==> src/rtl/wb_mux_arbiter.sv <==
// N-master to 1-slave Wishbone classic arbiter/multiplexer with fixed-priority or
// round-robin selection, CYC-based bus lock and a per-transfer STB timeout.
module wb_mux_arbiter #(
    parameter int NUM_MASTERS = 4,
    parameter int AW          = 32,
    parameter int DW          = 32,
    parameter int RR_MODE     = 1,
    parameter int TIMEOUT     = 255
) (
    input  logic                        clk,
    input  logic                        rst,
    input  logic [NUM_MASTERS-1:0]      m_cyc_i,
    input  logic [NUM_MASTERS-1:0]      m_stb_i,
    input  logic [NUM_MASTERS-1:0]      m_we_i,
    input  logic [NUM_MASTERS*AW-1:0]   m_addr_i,
    input  logic [NUM_MASTERS*DW-1:0]   m_wdata_i,
    input  logic [NUM_MASTERS*DW/8-1:0] m_sel_i,
    output logic [NUM_MASTERS*DW-1:0]   m_rdata_o,
    output logic [NUM_MASTERS-1:0]      m_ack_o,
    output logic [NUM_MASTERS-1:0]      m_err_o,
    output logic                        s_cyc_o,
    output logic                        s_stb_o,
    output logic                        s_we_o,
    output logic [AW-1:0]               s_addr_o,
    output logic [DW-1:0]               s_wdata_o,
    output logic [DW/8-1:0]             s_sel_o,
    input  logic [DW-1:0]               s_rdata_i,
    input  logic                        s_ack_i,
    input  logic                        s_err_i,
    output logic [NUM_MASTERS-1:0]      grant_o,
    output logic                        busy_o
);

    localparam int IW = (NUM_MASTERS > 1) ? $clog2(NUM_MASTERS) : 1;
    localparam int SW = DW / 8;
    localparam int CW = (TIMEOUT > 1) ? $clog2(TIMEOUT) : 1;
    localparam logic [CW-1:0] TMO_LAST = CW'((TIMEOUT > 0) ? TIMEOUT - 1 : 0);

    typedef enum logic {IDLE, GRANT} state_t;

    state_t                 state_reg, state_next;
    logic [NUM_MASTERS-1:0] grant_reg, grant_next;
    logic [IW-1:0]          gidx_reg, gidx_next;
    logic [IW-1:0]          ptr_reg, ptr_next;
    logic [CW-1:0]          cnt_reg, cnt_next;
    logic [NUM_MASTERS-1:0] req;
    logic [IW-1:0]          win_idx;
    logic [IW-1:0]          low_any;
    logic [IW-1:0]          low_hi;
    logic                   found_hi;
    logic                   tmo;

    assign req = m_cyc_i & m_stb_i;

    // Descending scans leave the lowest requester overall and the lowest one at/above the pointer.
    always_comb begin
        low_any  = '0;
        low_hi   = '0;
        found_hi = 1'b0;
        for (int k = NUM_MASTERS - 1; k >= 0; k--) begin
            if (req[k]) begin
                low_any = IW'(k);
                if (IW'(k) >= ptr_reg) begin
                    low_hi   = IW'(k);
                    found_hi = 1'b1;
                end
            end
        end
        win_idx = (RR_MODE != 0 && found_hi) ? low_hi : low_any;
    end

    // Slave side follows the granted master combinationally; all zero while idle.
    always_comb begin
        s_cyc_o   = 1'b0;
        s_stb_o   = 1'b0;
        s_we_o    = 1'b0;
        s_addr_o  = '0;
        s_wdata_o = '0;
        s_sel_o   = '0;
        if (state_reg == GRANT) begin
            for (int k = 0; k < NUM_MASTERS; k++) begin
                if (gidx_reg == IW'(k)) begin
                    s_cyc_o   = m_cyc_i[k];
                    s_stb_o   = m_stb_i[k];
                    s_we_o    = m_we_i[k];
                    s_addr_o  = m_addr_i[k*AW +: AW];
                    s_wdata_o = m_wdata_i[k*DW +: DW];
                    s_sel_o   = m_sel_i[k*SW +: SW];
                end
            end
        end
    end

    // A coinciding slave ACK or ERR pre-empts the synthetic error.
    assign tmo = (TIMEOUT != 0) && s_stb_o && !s_ack_i && !s_err_i && (cnt_reg == TMO_LAST);

    always_comb begin
        cnt_next = cnt_reg + CW'(1);
        if (TIMEOUT == 0 || !s_stb_o || s_ack_i || s_err_i || tmo) begin
            cnt_next = '0;
        end
    end

    generate
        for (genvar gi = 0; gi < NUM_MASTERS; gi++) begin : g_route
            assign m_rdata_o[gi*DW +: DW] = s_rdata_i;
            assign m_ack_o[gi] = grant_reg[gi] & s_ack_i & s_stb_o;
            assign m_err_o[gi] = grant_reg[gi] & (s_err_i | tmo) & s_stb_o;
        end
    endgenerate

    always_comb begin
        state_next = state_reg;
        grant_next = grant_reg;
        gidx_next  = gidx_reg;
        ptr_next   = ptr_reg;
        case (state_reg)
            IDLE: begin
                if (|req) begin
                    state_next = GRANT;
                    gidx_next  = win_idx;
                    for (int k = 0; k < NUM_MASTERS; k++) begin
                        grant_next[k] = (win_idx == IW'(k));
                    end
                end
            end
            GRANT: begin
                // Bus stays locked until the owner releases CYC.
                if (!s_cyc_o) begin
                    state_next = IDLE;
                    grant_next = '0;
                    if (RR_MODE != 0) begin
                        ptr_next = (gidx_reg == IW'(NUM_MASTERS - 1)) ? '0 : gidx_reg + IW'(1);
                    end
                end
            end
            default: begin
                state_next = IDLE;
                grant_next = '0;
            end
        endcase
    end

    always_ff @(posedge clk or posedge rst) begin
        if (rst) begin
            state_reg <= IDLE;
            grant_reg <= '0;
            gidx_reg  <= '0;
            ptr_reg   <= '0;
            cnt_reg   <= '0;
        end else begin
            state_reg <= state_next;
            grant_reg <= grant_next;
            gidx_reg  <= gidx_next;
            ptr_reg   <= ptr_next;
            cnt_reg   <= cnt_next;
        end
    end

    assign grant_o = grant_reg;
    assign busy_o  = (state_reg == GRANT);

endmodule
==> config.mk <==
export PLATFORM = sky130hd
export DESIGN_NAME = wb_mux_arbiter
export DESIGN_NICKNAME = d
export VERILOG_FILES = /design/src/rtl/wb_mux_arbiter.sv
export SDC_FILE = /design/constraint.sdc
export NUM_CORES = 1
export LEC_CHECK = 0
export CORE_AREA = 2 2 208 210
export CTS_CLUSTER_DIAMETER = 150
export DETAILED_ROUTE_END_ITERATION = 16
export DIE_AREA = 0 0 210 212
export HOLD_SLACK_MARGIN = 0.15
export SLEW_MARGIN = 10
export SYNTH_ARGS = -nofsm -noshare
export SYNTH_HDL_FRONTEND = slang
export SYNTH_SLANG_ARGS = --single-unit
==> constraint.sdc <==
create_clock -name clk -period 2.5 [get_ports clk]
set_input_delay 0.625 -clock clk [delete_from_list [all_inputs] [get_ports clk]]
set_output_delay 0.625 -clock clk [all_outputs]
set_load 0.02 [all_outputs]
Yosys cells after proc, flatten, opt, wreduce, memory -nomap -nowiden
Index checks and enable logic that the tools add are counted.
{ "totals": {"register_bits": 17, "latchBits": 0, "ramBits": 0, "romBits": 0, "out_inout_bits": 212, "word_cells": 114, "mem_count": 0} }
{ "op_classes": {"n_addsub": 2, "n_mul": 0, "n_div": 0, "magnitude_cmp": 4, "n_eq_ne": 9, "n_shift": 0, "muxes": 59, "bitwise_logic": 20, "n_reduce_logical": 15} }
{ "op_table": {"columns": ["op", "count"], "rows": [
  ["2-to-1 mux 32 bit", 10],
  ["2-to-1 mux 2 bit", 14],
  ["2-to-1 mux 4 bit", 7],
  ["2-to-1 mux 1 bit", 25],
  ["AND 1 bit", 16],
  ["adder 8 x 1 -> 8 bit (second input constant)", 1],
  ["== test 2 bit (second input constant)", 4],
  ["== test 8 bit (second input constant)", 1],
  ["2-to-1 mux 8 bit", 1],
  ["one-hot mux 4 bit (2 select lines)", 1],
  ["AND reduction 2 bit", 3],
  ["AND 4 bit", 1],
  ["== test 2 x 1 -> 1 bit (second input constant)", 2],
  [">= comparator 1 x 2 -> 1 bit (first input constant)", 2],
  [">= comparator 2 bit (first input constant)", 2],
  ["zero test 2 bit", 2],
  ["!= test 2 bit (second input constant)", 2],
  ["OR reduction 4 bit", 1],
  ["logical AND 1 bit", 3],
  ["zero test 1 bit", 3],
  ["logical OR 1 bit", 3],
  ["adder 2 x 1 -> 2 bit (second input constant)", 1],
  ["NOT 1 bit", 2],
  ["one-hot mux 1 bit (2 select lines)", 1],
  ["OR 1 bit", 1]
]} }

Logic depth before layout (Yosys ltp)
{ "depth": {"depth_word": 13, "depth_mapped": 10} }

Least setup slack after synthesis
Ideal clock, no wire load.
{ "synth_timing": {"path_kind": "register -> output", "startpoint": "register gidx_reg[0]", "endpoint": "output m_err_o[0]", "arrival_time_ns": 1.741, "required_time_ns": 1.875, "slack_ns": 0.134, "stages_incl_launch_ff": 7, "path_buffers": 1, "cell_sequence": "dfrtp_1 > ha_1 > buf_6 > nand3b_4 > a21o_1 > a31oi_4 > and3_1"} }
{ "synth_between": {"elab_chain_cells": 12, "word_cells_on_any_way": 15, "cone_classes": "eq/ne: 3; mux: 5; bitwise: 3; reduce/logical: 4"} }
{ "synth_rtl": {"columns": ["element", "line_no", "text"], "rows": [
  ["start: declaration", "43", "logic [IW-1:0] gidx_reg, gidx_next;"],
  ["start signal: assignment", "154", "gidx_reg <= gidx_next;"],
  ["zero test 2 bit", "82", "if (gidx_reg == IW'(k)) begin"],
  ["2-to-1 mux 1 bit (3 in series)", "82", null],
  ["2-to-1 mux 1 bit *", "82", null],
  ["2-to-1 mux 1 bit *", "80", "if (state_reg == GRANT) begin"],
  ["net s_stb_o", "22", "output logic s_stb_o,"],
  ["logical AND 1 bit (3 in series)", "95", "assign tmo = (TIMEOUT != 0) && s_stb_o && !s_ack_i && !s_err_i && (cnt_reg == TMO_LAST);"],
  ["OR 1 bit", "108", "assign m_err_o[gi] = grant_reg[gi] & (s_err_i | tmo) & s_stb_o;"],
  ["AND 1 bit", "108", null],
  ["AND 1 bit *", "108", null],
  ["end: declaration", "20", "output logic [NUM_MASTERS-1:0] m_err_o,"]
]} }
The timed path passes the listed nets; every way through them passes the cells marked *.

Worst setup path after layout
{ "layout_timing": {"startpoint": "register gidx_reg[0]", "endpoint": "output s_wdata_o[3]"} }
{ "layout_between": {"elab_chain_cells": 6, "word_cells_on_any_way": 9, "cone_classes": "eq/ne: 3; mux: 5; reduce/logical: 1"} }
{ "layout_rtl": {"columns": ["element", "line_no", "text"], "rows": [
  ["zero test 2 bit", "82", null],
  ["2-to-1 mux 32 bit (3 in series)", "82", null],
  ["2-to-1 mux 32 bit *", "82", null],
  ["2-to-1 mux 32 bit *", "80", null],
  ["end: declaration", "25", "output logic [DW-1:0] s_wdata_o,"]
]} }
Every way passes the cells marked *; elsewhere a longest branch is shown, timed or not.

==> impl_metrics.tcl <==
set metrics [dict create \
    hp-start "cnt_reg[0]$_DFF_PP0_" \
    seqCellArea_um2 427 \
    fin_nets 1386 \
    p_total_uw 12000 \
    drc 0 \
    finalCriticalPeriod_ns 2.76 \
    synth_seq_cells 17 \
    cp_max_fo 6 \
    rsz0062_at_grt "true" \
    wirelength_mm 28.5 \
    drt_iter0_drc 222 \
    clock_latency_ns 0.24 \
    irDropWorstVdd_uv 586 \
    status "complete, but fails checks" \
    cts_max_level 1 \
    endpoint_kind "primary output" \
    ys_types 40 \
    grt_pass1_vias 6424 \
    largest_reg_flops 8 \
    pre_cts_slack_ns -0.782 \
    worstHoldPathCells 2 \
    place_area_um2 8630 \
    grt_max_degree 51 \
    ff2ff_path_depth 12 \
    start_util_pct 11.0 \
    critPathRequiredTime_ns 1.88 \
    diodes 0 \
    via_per_inst 4.02 \
    report.final.slew_viol_count 0 \
    root_buffer "clkbuf_16" \
    fill_cells 4604 \
    multi_input_area_um2 3880 \
    failed_checks "negative setup slack" \
    mostFrequentLayoutCells "clkdlybuf4s50_1, nand2_1, buf_4, buf_6, a21oi_1" \
    rows 76 \
    fin_crit_sh_pct 111 \
    ant_nets 0 \
    hpwl_mm 20.0 \
    start_kind "flip-flop" \
    synth_top_cell_by_area "buf_4" \
    synth.net_count 1062 \
    postSynthAreaPerCell_um2 6.38 \
    async_reset_ff_share_pct 100 \
    synth-seq-area-share_pct 9.07 \
    layout-area-overhead-vs-synth_pct 123 \
    hold_end "cnt_reg[0]$_DFF_PP0_" \
    synthTopCellsByArea "buf_4, a21oi_1, dfrtp_1, nand2_1, nand3b_1" \
    ys.flop_type "dfrtp_1" \
    grt_first_pass_wirelength_mm 38.3 \
    cellPowerDensity_nw_per_um2 1140 \
    yosys.area.top_type_share_pct 21.6 \
    max_freq_mhz 362 \
    critPathKind "reg -> out" \
    die_w_um 210 \
    drtPass1Iterations 4 \
    final_cell_area_um2 10500 \
    wire_per_inst_um 17.7 \
    maxCapViolations 0 \
    fin_worst_skew_ns 0.00222 \
    setup_violations 79 \
    reg2reg_from "gidx_reg[0]$_DFFE_PP0P_" \
    p_leak_uw 0.00398 \
    cp.arrival_ns 2.14 \
    numClockSinks 17 \
    crit_path_top_delay_cell "dfrtp_1" \
    ioPinCount 532 \
    hold_viol 0 \
    clockBufferDepth 2 \
    clk_pin_slew_ns 0.05 \
    setup_tns_ns -13.02 \
    die-height_um 212 \
    tritoncts "yes" \
    tightest_slew_ns 0.693 \
    postSynthCellCount 736 \
    dieArea_um2 44500 \
    crit_chain "inv_2, buf_6, ha_4, buf_4, buf_4, buf_16, a21oi_2, a21oi_1, o21ai_1, and2_1, buf_6" \
    reg2reg_slack_ns 0.33 \
    gp_congestion 0.791 \
    yosysWarnings 0 \
    place.port_buffers 371 \
    antenna_found_initial 3 \
    vias 6453 \
    grtUsageTotal_pct 11.3 \
    setup_ws_ns -0.264 \
    grt_overflow_total 0 \
    final_common_cell "clkdlybuf4s50_1" \
    synth_edf_count 0 \
    cts_buffers 3 \
    hp-class "reg -> reg" \
    r2r-end "cnt_reg[7]$_DFF_PP0_" \
    syn_area_um2 4690 \
    worst_path_largest_cell_delay_ns 0.41 \
    worst_slew_margin_rel_pct 53.7 \
    core_area_um2 42500 \
    layout-drive-gt1-share_pct 34.9 \
]
[power by group]
| part | switching (uW) | total (uW) | internal [uW] |
|---|---|---|---|
| registers | 87.1 | 433 | 346 |
| clock network | 104 | 318 | 214 |
| logic | 5450 | 11200 | 5780 |
| total | 5640 | 12000 | 6340 |
[worst max-delay path by stage]
stage | cells after the start | to | slack, ns | from
6_report | 11 | s_wdata_o[3] | -0.26 | gidx_reg[0]$_DFFE_PP0P_
5_1_grt | 11 | s_sel_o[2] | -0.37 | gidx_reg[0]$_DFFE_PP0P_
4_1_cts | 11 | s_sel_o[2] | -0.33 | gidx_reg[0]$_DFFE_PP0P_
3_5_place_dp | 8 | s_wdata_o[16] | -0.78 | m_wdata_i[16]
3_3_place_gp | 8 | s_wdata_o[16] | -0.82 | m_wdata_i[16]
2_1_floorplan | 6 | m_err_o[0] | 0.13 | gidx_reg[0]$_DFFE_PP0P_
[stage by stage]
stage,cells,util [%],hold slack (ns)
after floorplan,736,-,0.485
after global placement,1546,20.3,0.516
after detailed placement,1546,20.3,0.530
after CTS,1595,23.4,0.541
after global routing,1605,24.7,0.559
final,1605,24.7,0.550
[routing by layer]
layer	global-route usage (%)	routed length [um]	up-vias	share of wire, %
met5	0	13	-	0.046
met4	6.04	1600	2	5.6
met3	2.33	2080	94	7.3
met2	20.2	13800	367	49
met1	12.7	11000	2948	38
li1	-	-	3042	-
[cell type report]
class | instances | share of cell area, %
inverter | 6 | 0.215
timing repair buffer | 506 | 51.4
clock inverter | 1 | 0.0477
multi-input combinational | 526 | 37.1
sequential | 17 | 4.07
clock buffer | 3 | 0.716
tap | 546 | 6.52
[cells in the mapped netlist, types with 3 or more instances]
| library cell | number |
|---|---|
| nor3_1 | 23 |
| and2_1 | 46 |
| nand3b_1 | 46 |
| nor2b_1 | 49 |
| nand2_1 | 103 |
| a21oi_1 | 117 |
| dfrtp_1 | 17 |
| buf_2 | 22 |
| a221oi_1 | 23 |
| nand3_1 | 9 |
| inv_1 | 6 |
| ha_1 | 6 |
| nor2_1 | 13 |
| clkbuf_1 | 30 |
| xor2_1 | 5 |
| and3_1 | 10 |
| o21ai_0 | 48 |
| nand2b_1 | 3 |
| buf_4 | 135 |
[kinds of logic (layout without fill, tap and decap cells)]
| group | count (synthesis) | in the layout | share of synthesized area, % |
|---|---|---|---|
| compound gates | 204 | 205 | 24.9 |
| xor+xnor | 6 | 6 | 1.12 |
| buf+inv | 194 | 516 | 27.1 |
| flops | 17 | 17 | 9.07 |
| fa+ha+maj | 6 | 6 | 1.60 |
| simple gates | 306 | 306 | 35.6 |
| mux | 3 | 3 | 0.720 |
[timing repair]
item | CTS | global route
endpoints found under the hold margin | 0 | 0
gates cloned | 13 | 4
setup endpoints to repair | 79 | 79
resized for setup | 554 | 122
buffers inserted | 36 | 11
pin swaps | 45 | 60
hold buffers | 0 | 0
[worst max-delay path, delay by kind of cell, from the launching register on]
family          cells  cell delay, ns
buf+inv             6            0.77
fa+ha+maj           1            0.21
flops               1            0.41
compound gates      3            0.33
simple gates        1            0.18
No activity file was read; power rests on OpenSTA's default activity.
